==> src/rtl/hn_req_arbiter.sv <==
// hn_req_arbiter
// Round-robin arbiter that grants the single Home Node coherence controller
// to one of NUM_RN request nodes at a time. The winning request is captured
// into registers, then offered to the HN. The grant is held (LOCKED) until the
// HN reports completion. A watchdog forces release if completion never arrives.
module hn_req_arbiter #(
    parameter int NUM_RN      = 4,
    parameter int OPCODE_W    = 7,
    parameter int ADDR_W      = 44,
    parameter int TXNID_W     = 8,
    parameter int TIMEOUT_CYC = 1024
) (
    input  logic                          clk,
    input  logic                          rstn,

    // Request channels from the per-RN RX_REQ decoders
    input  logic [NUM_RN-1:0]             rn_req_valid,
    output logic [NUM_RN-1:0]             rn_req_ready,
    input  logic [NUM_RN*OPCODE_W-1:0]    rn_req_opcode,
    input  logic [NUM_RN*ADDR_W-1:0]      rn_req_addr,
    input  logic [NUM_RN*TXNID_W-1:0]     rn_req_txnid,

    // Request towards the HN controller
    output logic                          hn_req_valid,
    input  logic                          hn_req_ready,
    output logic [OPCODE_W-1:0]           hn_req_opcode,
    output logic [ADDR_W-1:0]             hn_req_addr,
    output logic [TXNID_W-1:0]            hn_req_txnid,
    output logic [6:0]                    hn_req_srcid,
    output logic [$clog2(NUM_RN)-1:0]     hn_grant_idx,
    input  logic                          hn_done,

    // Status
    output logic                          busy,
    output logic                          err_timeout
);

    localparam int IDX_W = $clog2(NUM_RN);

    // Last counter value in LOCKED before the watchdog forces release.
    localparam logic [15:0] WDOG_LAST = (TIMEOUT_CYC == 0) ? 16'd0 : 16'(TIMEOUT_CYC - 1);
    localparam logic [NUM_RN-1:0] ONE_RN = NUM_RN'(1);

    typedef enum logic [1:0] {
        S_IDLE   = 2'd0,
        S_OFFER  = 2'd1,
        S_LOCKED = 2'd2
    } state_t;

    state_t                r_state;
    state_t                w_state_nxt;

    logic [IDX_W-1:0]      r_rr_ptr;
    logic [15:0]           r_wdog_cnt;
    logic                  r_err_timeout;

    logic [OPCODE_W-1:0]   r_opcode;
    logic [ADDR_W-1:0]     r_addr;
    logic [TXNID_W-1:0]    r_txnid;
    logic [6:0]            r_srcid;
    logic [IDX_W-1:0]      r_grant_idx;

    logic                  w_found;
    logic [IDX_W-1:0]      w_winner;
    logic [IDX_W-1:0]      w_cand;
    logic                  w_accept;
    logic                  w_handshake;
    logic                  w_wdog_expire;
    logic                  w_timeout_set;

    // Round-robin search: first valid requester at or after r_rr_ptr, wrapping.
    always_comb begin
        // NOTE: every variable gets a default before any conditional write so
        // no path leaves it unassigned; otherwise a latch would be inferred.
        w_found  = 1'b0;
        w_winner = '0;
        w_cand   = '0;
        for (int k = 0; k < NUM_RN; k++) begin
            // NUM_RN is a power of two, so truncation is the modulo wrap.
            w_cand = r_rr_ptr + IDX_W'(k);
            if (!w_found && rn_req_valid[w_cand]) begin
                w_found  = 1'b1;
                w_winner = w_cand;
            end
        end
    end

    // Transfer qualifiers derived from the current state.
    assign w_accept      = (r_state == S_IDLE) && w_found;
    assign w_handshake   = (r_state == S_OFFER) && hn_req_ready;
    assign w_wdog_expire = (TIMEOUT_CYC != 0) && (r_state == S_LOCKED)
                           && (r_wdog_cnt == WDOG_LAST);
    // Completion in the expiry cycle takes priority over the timeout.
    assign w_timeout_set = w_wdog_expire && !hn_done;

    // Next-state logic: accept in IDLE, HN handshake in OFFER, done/expiry in LOCKED.
    always_comb begin
        w_state_nxt = r_state;
        unique case (r_state)
            S_IDLE: begin
                if (w_found) begin
                    w_state_nxt = S_OFFER;
                end
            end
            S_OFFER: begin
                if (hn_req_ready) begin
                    w_state_nxt = S_LOCKED;
                end
            end
            S_LOCKED: begin
                if (hn_done || w_wdog_expire) begin
                    w_state_nxt = S_IDLE;
                end
            end
            default: begin
                w_state_nxt = S_IDLE;
            end
        endcase
    end

    // State register with synchronous reset.
    always_ff @(posedge clk) begin
        // NOTE: sequential state uses non-blocking assignments so every
        // register samples pre-edge values regardless of block ordering.
        if (!rstn) begin
            r_state <= S_IDLE;
        end else begin
            r_state <= w_state_nxt;
        end
    end

    // Capture the winner's payload and advance the round-robin pointer on accept.
    always_ff @(posedge clk) begin
        if (!rstn) begin
            r_rr_ptr    <= '0;
            r_opcode    <= '0;
            r_addr      <= '0;
            r_txnid     <= '0;
            r_srcid     <= '0;
            r_grant_idx <= '0;
        end else if (w_accept) begin
            r_rr_ptr    <= w_winner + IDX_W'(1);
            r_opcode    <= rn_req_opcode[w_winner*OPCODE_W +: OPCODE_W];
            r_addr      <= rn_req_addr[w_winner*ADDR_W +: ADDR_W];
            r_txnid     <= rn_req_txnid[w_winner*TXNID_W +: TXNID_W];
            r_srcid     <= 7'd1 << w_winner;
            r_grant_idx <= w_winner;
        end
    end

    // Watchdog counter: cleared on the HN handshake, counts only while LOCKED.
    always_ff @(posedge clk) begin
        if (!rstn) begin
            r_wdog_cnt <= '0;
        end else if (w_handshake) begin
            r_wdog_cnt <= '0;
        end else if (r_state == S_LOCKED) begin
            r_wdog_cnt <= r_wdog_cnt + 16'd1;
        end
    end

    // Sticky timeout flag; only reset clears it.
    always_ff @(posedge clk) begin
        if (!rstn) begin
            r_err_timeout <= 1'b0;
        end else if (w_timeout_set) begin
            r_err_timeout <= 1'b1;
        end
    end

    // Accept is combinational in IDLE and suppressed while reset is asserted.
    assign rn_req_ready  = (rstn && w_accept) ? (ONE_RN << w_winner) : '0;

    assign hn_req_valid  = (r_state == S_OFFER);
    assign hn_req_opcode = r_opcode;
    assign hn_req_addr   = r_addr;
    assign hn_req_txnid  = r_txnid;
    assign hn_req_srcid  = r_srcid;
    assign hn_grant_idx  = r_grant_idx;
    assign busy          = (r_state != S_IDLE);
    assign err_timeout   = r_err_timeout;

endmodule

==> config.mk <==
export PLATFORM = sky130hd
export DESIGN_NAME = hn_req_arbiter
export DESIGN_NICKNAME = d
export VERILOG_FILES = /design/src/rtl/hn_req_arbiter.sv
export SDC_FILE = /design/constraint.sdc
export NUM_CORES = 1
export LEC_CHECK = 0
export BUFFER_PORTS_ARGS = -buffer_cell sky130_fd_sc_hd__buf_2
export CORE_AREA = 5 5 119 121
export CTS_BUF_LIST = sky130_fd_sc_hd__clkbuf_8
export DETAILED_ROUTE_END_ITERATION = 10
export DIE_AREA = 0 0 124 126
export PLACE_DENSITY = 0.79
export SYNTH_ARGS = -nofsm -noshare
export SYNTH_HDL_FRONTEND = slang
export SYNTH_SLANG_ARGS = --single-unit
==> constraint.sdc <==
create_clock -name clk -period 1.95 [get_ports clk]
set_input_delay 0.39 -clock clk [delete_from_list [all_inputs] [get_ports clk]]
set_output_delay 0.39 -clock clk [all_outputs]
set_load 0.03 [all_outputs]
==> qor.txt <==
Ys Warns -> 0
DP Area -> 7200 sq um
Antenna Diode Count -> 0
num ports -> 319
EDFF count, synth -> 0
Worst Hold Depth -> 4
PnR Total Power -> 6.06 mW
clk buf depth -> 2
routability cong. -> 0.909
fmax -> 418 MHz
Worst R2R Path Depth -> 10
global-route wire length before repair -> 27700 um
Initial Utilization -> 0.402
Vias -> 6022
Core Util, Final -> 0.603
DRT iter0 DRCs -> 288
Seq/Total Area, Yosys -> 0.330
post-route setup slack -> -0.444 ns
Static Leak -> 3.79 nW
dominant cell type by area after synthesis -> dfxtp_1
root buffer cell -> clkbuf_8
Post-synth top cells -> dfxtp_1, nand2_1, a21boi_0, and3_1, mux2i_1
Reg clk slew, reported paths -> 0.10 ns
FF+latch count, synth -> 86
Critical Path Max Stage Delay -> 0.43 ns
count leader, synth -> dfxtp_1
FILL cells -> 1136
WS Path Type -> reg2out
layout cells sized above 1 -> 0.438
crit end category -> output port
Slew Limit Fails -> 0
Tcrit/Tclk final -> 1.23
TritonCTS clock tree -> yes
Gate Count Post-Synth -> 626
mean post-synth cell area -> 8.33 sq um
Setup TNS -> -10.22 ns
Startpoint Class -> register
RSZ-0062 raised after global routing -> true
Unique masters post-synth -> 46
CP dominant cell by count -> buf_6
Port Buffers -> 315
largest net degree at the start of global routing -> 69
failing checks -> setup timing
Final Cell Area -> 7830 sq um
post-DP HPWL -> 14200 um
Crit-path slowest cell -> or3_4
vias in the first global route -> 5640
Clk Latency, worst-skew pair -> 0.37 ns
Synth area leaders -> dfxtp_1, mux2i_1, a21boi_0
async set-or-reset flop fraction in the synthesized netlist -> 0
Fin. Hold Viols -> 0
Setup Skew -> 0.00992 ns
Final min period -> 2.39 ns
arrival time worst endpoint -> 2.00 ns
share of the synthesized area in the top cell type -> 0.330
DR WL/cell -> 17.3 um
area added between synthesis and finish -> 50.0%
worst-path cell chain -> mux2i_1 -> nor2_1 -> or3_4 -> buf_6 -> ha_4 -> and3_4 -> buf_6
Cell Pwr Density -> 775 nW/um^2
H-tree depth -> 3
post-placement setup slack -> -0.274 ns
required time of the worst setup path -> 1.56 ns
die area -> 15600 sq um
clk sinks -> 86
Detailed Route WL -> 19800 um
post-route ant nets -> 0
core area -> 13000 sq um
Peak VDD IR -> 0.429 mV
TritonRoute pass-1 iters -> 4
Num CTS Buffers -> 9
Die Y -> 126 um
GRT overflow -> 0
worst slew pin tran -> 0.520 ns
Row Count -> 42
Max FO, Critical Path -> 4
initial antenna violation count -> 0
run status -> finished with violations
total track usage -> 0.220
Worst slew margin -> 0.652
Worst Hold Class -> in2reg
drt via density -> 5.26
Synth Flop Type -> dfxtp_1
DR DRC count -> 0
Netlist Area Pre-Place -> 5220 sq um
DIE WIDTH -> 124 um
max_cap viols -> 0
Final setup violation count -> 63
Final #Nets -> 1213
[cell usage in the layout (no fill, tap or decap), types with 40 or more instances in the layout]
cell type  instances
mux2i_1           61
nand2_1           83
a21boi_0          65
and3_1            61
buf_2            311
o211ai_1          56
o21ai_0           42
buf_4             40
dfxtp_1           85
[per-layer routing]
metal  global-route usage  part of all wire  vias to the layer above
met2                0.375              0.49                      304
met3               0.0578             0.092                       47
met4               0.0876             0.027                        0
li1                     -                 -                     2925
met5                    0                 0                        -
met1                0.262              0.39                     2746
[area by class of cell]
type | count | area, sq um | share of cell area
Sequential cell | 86 | 1720 | 0.220
Inverter | 6 | 30.0 | 0.00384
Clock inverter | 7 | 96.3 | 0.0123
Clock buffer | 9 | 124 | 0.0158
Multi-Input combinational cell | 478 | 3250 | 0.415
Timing Repair Buffer | 383 | 2380 | 0.304
Tap cell | 176 | 220 | 0.0281
[final timing paths]
path,startpoint,end,slack [ns]
setup / recovery,r_rr_ptr[1],rn_req_ready[2],-0.44
hold / removal,hn_req_ready,r_state[0],0.31
setup reg to reg,r_rr_ptr[1],hn_req_addr[0],-0.20
hold reg to reg,hn_req_srcid[1],hn_req_srcid[1],0.47
[per-stage QoR]
stage | hold WS [ns] | std cells
5_1_grt | 0.316 | 1145
6_report | 0.308 | 1145
3_5_place_dp | 0.453 | 1107
3_3_place_gp | 0.447 | 1107
2_1_floorplan | 0.479 | 628
4_1_cts | 0.285 | 1126
[cell families after synthesis]
kind of cell	after synthesis	share of synthesized area
xor+xnor	15	0.0252
simple gates	202	0.196
mux	61	0.117
buf+inv	64	0.0703
flops	86	0.330
fa+ha+maj	5	0.0120
compound gates	192	0.248
other cells	1	0.000719
[critical path, delay by kind of cell, from the launching register on]
kind                     cells  cell delay (ns)
adder cells (fa/ha/maj)      1             0.15
buffers and inverters        2             0.27
flip-flops                   1             0.37
multiplexers                 1             0.20
AND/OR/NAND/NOR              3             0.65
[power by group]
part	switching [mW]	internal, mW
clock	0.714	0.729
combinational	1.44	1.08
sequential	0.121	1.98
total	2.27	3.79
[registers in the layout, summed over array words and instances (netlist names)]
name           cells
hn_req_opcode      7
err_timeout        1
hn_req_srcid       4
r_rr_ptr           2
r_state            2
hn_req_txnid       8
hn_grant_idx       2
r_wdog_cnt        16
hn_req_addr       44
[what timing repair did]
| action | 4_1_cts | 5_1_grt |
|---|---|---|
| setup buffers | 3 | 10 |
| resized for setup | 14 | 15 |
| cloned | 0 | 9 |
| hold endpoints to repair | 0 | 0 |
| pin swaps | 3 | 56 |
| hold buffers | 0 | 0 |
| setup endpoints to repair | 4 | 64 |
No activity file was read; power rests on OpenSTA's default activity.
